--- config.mk ---
export PLATFORM = sky130hd
export DESIGN_NAME = cpu_single_cycle
export DESIGN_NICKNAME = d
export VERILOG_FILES = /design/src/rtl/cpu_pkg.sv /design/src/rtl/cpu_regfile.sv /design/src/rtl/cpu_single_cycle.sv
export SDC_FILE = /design/constraint.sdc
export NUM_CORES = 2
export LEC_CHECK = 0
export BUFFER_PORTS_ARGS = -buffer_cell sky130_fd_sc_hd__clkbuf_2
export CORE_AREA = 2 2 302 304
export CTS_CLUSTER_SIZE = 12
export DETAILED_ROUTE_END_ITERATION = 6
export DIE_AREA = 0 0 304 306
export HOLD_SLACK_MARGIN = 0.02
export PLACE_DENSITY = 0.71
export SYNTH_ARGS = -nofsm -noshare
export SYNTH_HDL_FRONTEND = slang
export SYNTH_SLANG_ARGS = --single-unit
--- constraint.sdc ---
create_clock -name clk -period 14.1 [get_ports clk]
set_input_delay 0.705 -clock clk [delete_from_list [all_inputs] [get_ports clk]]
set_output_delay 0.705 -clock clk [all_outputs]
set_load 0.05 [all_outputs]
--- src/rtl/cpu_pkg.sv ---
// Shared definitions for the single-cycle CPU: opcodes, instruction field
// positions and memory depths.
package cpu_pkg;

  localparam int IMEM_WORDS = 20;
  localparam int DMEM_WORDS = 20;
  localparam int NUM_REGS   = 8;

  localparam int OP_MSB  = 15;
  localparam int OP_LSB  = 11;
  localparam int RD_MSB  = 10;
  localparam int RD_LSB  = 8;
  localparam int RS_MSB  = 7;
  localparam int RS_LSB  = 5;
  localparam int IMM8_MSB = 7;
  localparam int IMM5_MSB = 4;
  localparam int OFF_MSB  = 10;

  localparam logic [4:0] OP_ADDI = 5'b00000;
  localparam logic [4:0] OP_ADDR = 5'b00001;
  localparam logic [4:0] OP_SUBR = 5'b00010;
  localparam logic [4:0] OP_ANDR = 5'b00011;
  localparam logic [4:0] OP_ORR  = 5'b00100;
  localparam logic [4:0] OP_LI   = 5'b01100;
  localparam logic [4:0] OP_LR   = 5'b01101;
  localparam logic [4:0] OP_SW   = 5'b01110;
  localparam logic [4:0] OP_LA   = 5'b01111;
  localparam logic [4:0] OP_J    = 5'b10000;
  localparam logic [4:0] OP_JC   = 5'b10011;
  localparam logic [4:0] OP_JNC  = 5'b10100;
  localparam logic [4:0] OP_JAL  = 5'b11000;
  localparam logic [4:0] OP_JR   = 5'b11010;
  localparam logic [4:0] OP_HALT = 5'b11111;

  // Fetches past the end of the ROM see this word, which decodes as halt.
  localparam logic [15:0] HALT_WORD = 16'hFFFF;

  function automatic logic [15:0] sext5(input logic [4:0] v);
    return {{11{v[4]}}, v};
  endfunction

endpackage

--- src/rtl/cpu_regfile.sv ---
// 8x16 general-purpose register file: two combinational read ports,
// one write port, synchronous active-low reset, all registers exported.
module cpu_regfile
  import cpu_pkg::*;
(
  input  logic                       clk_i,
  input  logic                       rst_ni,
  input  logic [2:0]                 ra_a_i,
  output logic [15:0]                rdata_a_o,
  input  logic [2:0]                 ra_b_i,
  output logic [15:0]                rdata_b_o,
  input  logic                       we_i,
  input  logic [2:0]                 wa_i,
  input  logic [15:0]                wdata_i,
  output logic [NUM_REGS-1:0][15:0]  regs_o
);

  logic [NUM_REGS-1:0][15:0] regs_q;

  always_ff @(posedge clk_i) begin
    if (!rst_ni) begin
      regs_q <= '0;
    end else if (we_i) begin
      regs_q[wa_i] <= wdata_i;
    end
  end

  assign rdata_a_o = regs_q[ra_a_i];
  assign rdata_b_o = regs_q[ra_b_i];
  assign regs_o    = regs_q;

endmodule

--- src/rtl/cpu_single_cycle.sv ---
// 16-bit single-cycle CPU: fetch from port-supplied ROM, decode, ALU, PC
// update and a 20-word data RAM reloaded from ports on reset.
module cpu_single_cycle
  import cpu_pkg::*;
(
  input  logic        clk,
  input  logic        rst,
  input  logic [15:0] irom_mem0,  input logic [15:0] irom_mem1,
  input  logic [15:0] irom_mem2,  input logic [15:0] irom_mem3,
  input  logic [15:0] irom_mem4,  input logic [15:0] irom_mem5,
  input  logic [15:0] irom_mem6,  input logic [15:0] irom_mem7,
  input  logic [15:0] irom_mem8,  input logic [15:0] irom_mem9,
  input  logic [15:0] irom_mem10, input logic [15:0] irom_mem11,
  input  logic [15:0] irom_mem12, input logic [15:0] irom_mem13,
  input  logic [15:0] irom_mem14, input logic [15:0] irom_mem15,
  input  logic [15:0] irom_mem16, input logic [15:0] irom_mem17,
  input  logic [15:0] irom_mem18, input logic [15:0] irom_mem19,
  input  logic [15:0] drom_mem0,  input logic [15:0] drom_mem1,
  input  logic [15:0] drom_mem2,  input logic [15:0] drom_mem3,
  input  logic [15:0] drom_mem4,  input logic [15:0] drom_mem5,
  input  logic [15:0] drom_mem6,  input logic [15:0] drom_mem7,
  input  logic [15:0] drom_mem8,  input logic [15:0] drom_mem9,
  input  logic [15:0] drom_mem10, input logic [15:0] drom_mem11,
  input  logic [15:0] drom_mem12, input logic [15:0] drom_mem13,
  input  logic [15:0] drom_mem14, input logic [15:0] drom_mem15,
  input  logic [15:0] drom_mem16, input logic [15:0] drom_mem17,
  input  logic [15:0] drom_mem18, input logic [15:0] drom_mem19,
  output logic [15:0] r0, output logic [15:0] r1,
  output logic [15:0] r2, output logic [15:0] r3,
  output logic [15:0] r4, output logic [15:0] r5,
  output logic [15:0] r6, output logic [15:0] r7
);

  logic [15:0] irom [IMEM_WORDS];
  logic [15:0] drom [DMEM_WORDS];

  assign irom = '{irom_mem0, irom_mem1, irom_mem2, irom_mem3, irom_mem4,
                  irom_mem5, irom_mem6, irom_mem7, irom_mem8, irom_mem9,
                  irom_mem10, irom_mem11, irom_mem12, irom_mem13, irom_mem14,
                  irom_mem15, irom_mem16, irom_mem17, irom_mem18, irom_mem19};
  assign drom = '{drom_mem0, drom_mem1, drom_mem2, drom_mem3, drom_mem4,
                  drom_mem5, drom_mem6, drom_mem7, drom_mem8, drom_mem9,
                  drom_mem10, drom_mem11, drom_mem12, drom_mem13, drom_mem14,
                  drom_mem15, drom_mem16, drom_mem17, drom_mem18, drom_mem19};

  logic [15:0] pc_q, pc_d;
  logic        c_q, c_d;
  logic [15:0] dmem_q [DMEM_WORDS];

  logic [15:0] instr;
  logic [4:0]  op;
  logic [2:0]  rd_idx, rs_idx;
  logic [15:0] rd_val, rs_val;
  logic [15:0] imm8_z, imm8_s, off11_s;
  logic [15:0] daddr, load_data;
  logic        d_in_range;
  logic        rf_we, mem_we;
  logic [15:0] rf_wd;
  logic [16:0] sum17;
  logic [NUM_REGS-1:0][15:0] regs;

  assign instr   = (pc_q < 16'(IMEM_WORDS)) ? irom[pc_q[4:0]] : HALT_WORD;
  assign op      = instr[OP_MSB:OP_LSB];
  assign rd_idx  = instr[RD_MSB:RD_LSB];
  assign rs_idx  = instr[RS_MSB:RS_LSB];
  assign imm8_z  = {8'h00, instr[IMM8_MSB:0]};
  assign imm8_s  = {{8{instr[IMM8_MSB]}}, instr[IMM8_MSB:0]};
  assign off11_s = {{5{instr[OFF_MSB]}}, instr[OFF_MSB:0]};

  // Data addresses wrap at 16 bits; anything past the RAM reads 0 and drops writes.
  assign daddr      = rs_val + sext5(instr[IMM5_MSB:0]);
  assign d_in_range = daddr < 16'(DMEM_WORDS);
  assign load_data  = d_in_range ? dmem_q[daddr[4:0]] : 16'h0000;

  cpu_regfile u_regfile (
    .clk_i     (clk),
    .rst_ni    (rst),
    .ra_a_i    (rd_idx),
    .rdata_a_o (rd_val),
    .ra_b_i    (rs_idx),
    .rdata_b_o (rs_val),
    .we_i      (rf_we),
    .wa_i      (rd_idx),
    .wdata_i   (rf_wd),
    .regs_o    (regs)
  );

  always_comb begin
    pc_d   = pc_q + 16'd1;
    c_d    = c_q;
    rf_we  = 1'b0;
    rf_wd  = 16'h0000;
    mem_we = 1'b0;
    sum17  = 17'h0;
    case (op)
      OP_ADDI: begin
        sum17 = {1'b0, rd_val} + {1'b0, imm8_z};
        rf_we = 1'b1; rf_wd = sum17[15:0]; c_d = sum17[16];
      end
      OP_ADDR: begin
        sum17 = {1'b0, rd_val} + {1'b0, rs_val};
        rf_we = 1'b1; rf_wd = sum17[15:0]; c_d = sum17[16];
      end
      OP_SUBR: begin
        // Bit 16 of the widened difference is the borrow (rd < rs unsigned).
        sum17 = {1'b0, rd_val} - {1'b0, rs_val};
        rf_we = 1'b1; rf_wd = sum17[15:0]; c_d = sum17[16];
      end
      OP_ANDR: begin rf_we = 1'b1; rf_wd = rd_val & rs_val; end
      OP_ORR:  begin rf_we = 1'b1; rf_wd = rd_val | rs_val; end
      OP_LI:   begin rf_we = 1'b1; rf_wd = imm8_z; end
      OP_LR:   begin rf_we = 1'b1; rf_wd = rs_val; end
      OP_SW:   mem_we = d_in_range;
      OP_LA:   begin rf_we = 1'b1; rf_wd = load_data; end
      OP_J:    pc_d = pc_q + off11_s;
      OP_JC:   if (c_q) pc_d = pc_q + off11_s;
      OP_JNC:  if (!c_q) pc_d = pc_q + off11_s;
      OP_JAL: begin
        rf_we = 1'b1; rf_wd = pc_q + 16'd1; pc_d = pc_q + imm8_s;
      end
      OP_JR:   pc_d = rd_val;
      OP_HALT: pc_d = pc_q;
      default: ;
    endcase
  end

  always_ff @(posedge clk) begin
    if (!rst) begin
      pc_q <= 16'h0000;
      c_q  <= 1'b0;
    end else begin
      pc_q <= pc_d;
      c_q  <= c_d;
    end
  end

  always_ff @(posedge clk) begin
    if (!rst) begin
      for (int i = 0; i < DMEM_WORDS; i++) dmem_q[i] <= drom[i];
    end else if (mem_we) begin
      dmem_q[daddr[4:0]] <= rd_val;
    end
  end

  assign r0 = regs[0];
  assign r1 = regs[1];
  assign r2 = regs[2];
  assign r3 = regs[3];
  assign r4 = regs[4];
  assign r5 = regs[5];
  assign r6 = regs[6];
  assign r7 = regs[7];

endmodule

==> impl_metrics.json <==
{
  "run_status": "finished clean",
  "min_delay_path_class": "input pin to register",
  "core.rowCount": 110,
  "max_cap_viol_count": 0,
  "groute.usage.overall_pct": 33.6,
  "post_drt_wl_per_cell_um": 30.1,
  "max_clock_freq_ghz": 0.103,
  "max-clock-path-buffers": 3,
  "number_of_buffers_inserted_during_clock_tree_synthesis": 74,
  "detailed_place_hpwl_um": 120000,
  "coreArea_um2": 89600,
  "placed_cell_area_um2": 45300,
  "initial_utilization_pct": 44.4,
  "boundaryPins": 770,
  "cts_root_buffer": "clkbuf_16",
  "globalplace.congestion": 0.995,
  "crit_type": "register to register",
  "ys.warnings.count": 0,
  "via_per_inst": 6.26,
  "grt_antenna_before_repair": 26,
  "crit_path_end_kind": "register",
  "cts_max_level": 3,
  "detailed_router_s_first_iteration_violation_count": 4587,
  "synth_area_per_cell_um2": 12.2,
  "finalClockSkew_ps": 50.3,
  "finish.utilization_pct": 53.2,
  "timing.max_slew.rel_slack_pct": 12.7,
  "vias_after_detailed_routing": 33500,
  "finalNonFillerCells": 5357,
  "drive_above_1_share_pct": 36.5,
  "final_number_of_max_transition_violations": 0,
  "number_of_cells_upsized_or_downsized_after_cts": 0,
  "setup_tns_ps": 0,
  "timing.final.crit_period_ps": 9680,
  "syn2layout_area_growth_pct": 19.9,
  "seq_area_um2": 18300,
  "cts.reportedPaths.clkPinSlew_ps": 60,
  "yosys_most_used_dff": "edfxtp_1",
  "critPathArrivalTime_ps": 9950,
  "unrepaired_setup_endpoints_after_global_routing": "no",
  "insertion_delay_ps": 670,
  "via_count_of_the_first_global_routing_pass": 32400,
  "design.die.area_um2": 93000,
  "dpl_cells": 5217,
  "grt_max_degree": 66,
  "fill_cells": 7726,
  "start_kind": "register",
  "final_cell_area_um2": 47700,
  "detail_route.first_pass.iterations": 6,
  "die_y_um": 306,
  "max_slew.worst_pin.slew_ps": 1300,
  "post_synth_instance_area_um2": 39800,
  "multi_input_comb_area_um2": 20900,
  "postRouteWirelength_um": 161000,
  "yosysSeqAreaShare_pct": 46.0,
  "io_buffer_count": 769,
  "postCtsSetupBuffers": 0,
  "grt_first_pass_wirelength_um": 227000,
  "min_period_over_period_pct": 68.6,
  "antenna_violating_nets_post_route": 0,
  "async_reset_ff_share_pct": 0,
  "globalRouteOverflowTotal": 0,
  "critical_path_required_ps": 14380,
  "register_bit_count_reported_by_yosys": 657,
  "cts_num_sinks": 657,
  "yosys.area.top_type": "edfxtp_1",
  "cts_tree": "done",
  "synth_cell_type_count": 105,
  "synth_top_area_share_pct": 38.7,
  "hold_buffers": 0,
  "route.detailed.drc": 0,
  "setup_viol": 0,
  "synthCells": 3265,
  "number_of_synthesized_flops_with_an_enable_pin": 512,
  "synth_top_cells_by_area": "edfxtp_1 39%, mux4_2 10%, dfxtp_1 7.3%",
  "dieWidth_um": 304,
  "final_nets": 4858,
  "cp_max_fo": 53,
  "hold_viol": 0
}
-- metrics by stage --
stage	worst slack [ps]	hold WS, ps
global route	4020	326
finish	4420	341
floorplan	7190	471
CTS	4500	316
detailed placement	4480	501
global placement	4730	497
-- Yosys cell counts (11+ instances only) --
cell type and count:
buf_1 26, and2_1 16, o31ai_1 15, dfxtp_1 145, nor3_1 57, buf_2 32, nand2_1 250, xor2_1 14
o21a_1 11, nor2_1 147, buf_6 18, nor4_1 11, nand3_1 66, a22oi_1 30, inv_1 79, a31oi_1 51
or3_1 11, a21oi_1 126, buf_4 11, and3_1 11, a2111oi_0 17, a211oi_1 29, mux2_4 110, a221o_1 14
a221oi_1 20, o21ai_0 264, mux4_2 183, nand4_1 20, o31a_1 14, a41oi_1 24, clkbuf_1 160, o22ai_1 21
a311oi_1 18, edfxtp_1 512, nand2b_1 17, mux2_2 193, xnor2_1 25, o211ai_1 12, ha_1 94, mux2i_1 162
nor2b_1 17
-- critical path, cell delays in order (launching register included) --
cell and delay [ps]:
dfxtp_4 730, buf_4 710, nor2_1 260, a22oi_1 240, nand2_1 130, o211ai_4 210
buf_4 420, buf_4 560, mux2i_1 250, mux2i_1 90, mux2_2 340, ha_1 440
nor2b_1 200, o21a_1 170, or3_1 330, nand2_2 580, o221ai_1 300, or4_4 560
nor3b_4 370, nand4_1 150, mux2_4 520, nand2b_1 790, nand2_1 890
-- state kept, by name, summed over array words and instances (netlist names) --
| name | flops |
|---|---|
| c_q | 1 |
| dmem_q | 512 |
| pc_q | 16 |
| u_regfile.regs_o | 128 |
-- routing by layer --
metal | wire length (um) | vias to the layer above | global-route usage, % | part of all wire, %
li1 | - | 14300 | - | -
met1 | 55800 | 16400 | 39.2 | 35
met2 | 75100 | 2356 | 55.1 | 47
met3 | 17600 | 450 | 8.30 | 11
met4 | 12600 | 12 | 22.3 | 7.8
met5 | 68 | - | 0 | 0.042
-- layout by cell type (no fill, tap or decap), drive strengths merged, types with 145 or more instances in the layout --
master  instances
mux4          184
mux2i         165
nor2          147
dfxtp         145
clkbuf        865
nand2         265
mux2          303
edfxtp        512
conb          192
o21ai         270
-- cell families (layout without fill, tap and decap cells) --
group	Yosys count	in the layout	share of synthesized area (%)
buffers and inverters	335	1047	3.90
adders and majority gates	99	99	3.21
AOI/OAI and AO/OA	798	798	13.5
and+or+nand+nor	684	684	8.28
xor gates and xnor gates	39	39	0.859
muxes	652	652	24.3
DFF	657	657	46.0
other	1	205	0.00943
-- final timing paths --
path | from | endpoint | slack (ps) | depth (start not counted)
worst max-delay path | pc_q[1] | dmem_q[10][12] | 4420 | 22
worst min-delay path | drom_mem12[11] | dmem_q[12][11] | 340 | 2
worst max register to register | pc_q[1] | dmem_q[10][12] | 4420 | 22
worst min register to register | pc_q[6] | pc_q[6] | 510 | 2
-- layout make-up --
class,count,share of cell area [%]
tap,1176,3.09
antenna,13,0.0682
multi-input combinational,2464,43.8
clock buffer,97,4.13
clock inverter,30,0.808
inverter,82,0.645
timing repair buffer,838,9.16
sequential,657,38.3
Power is not shown: default switching activity piles up to over one toggle a cycle in this logic, so the estimate is an artifact.
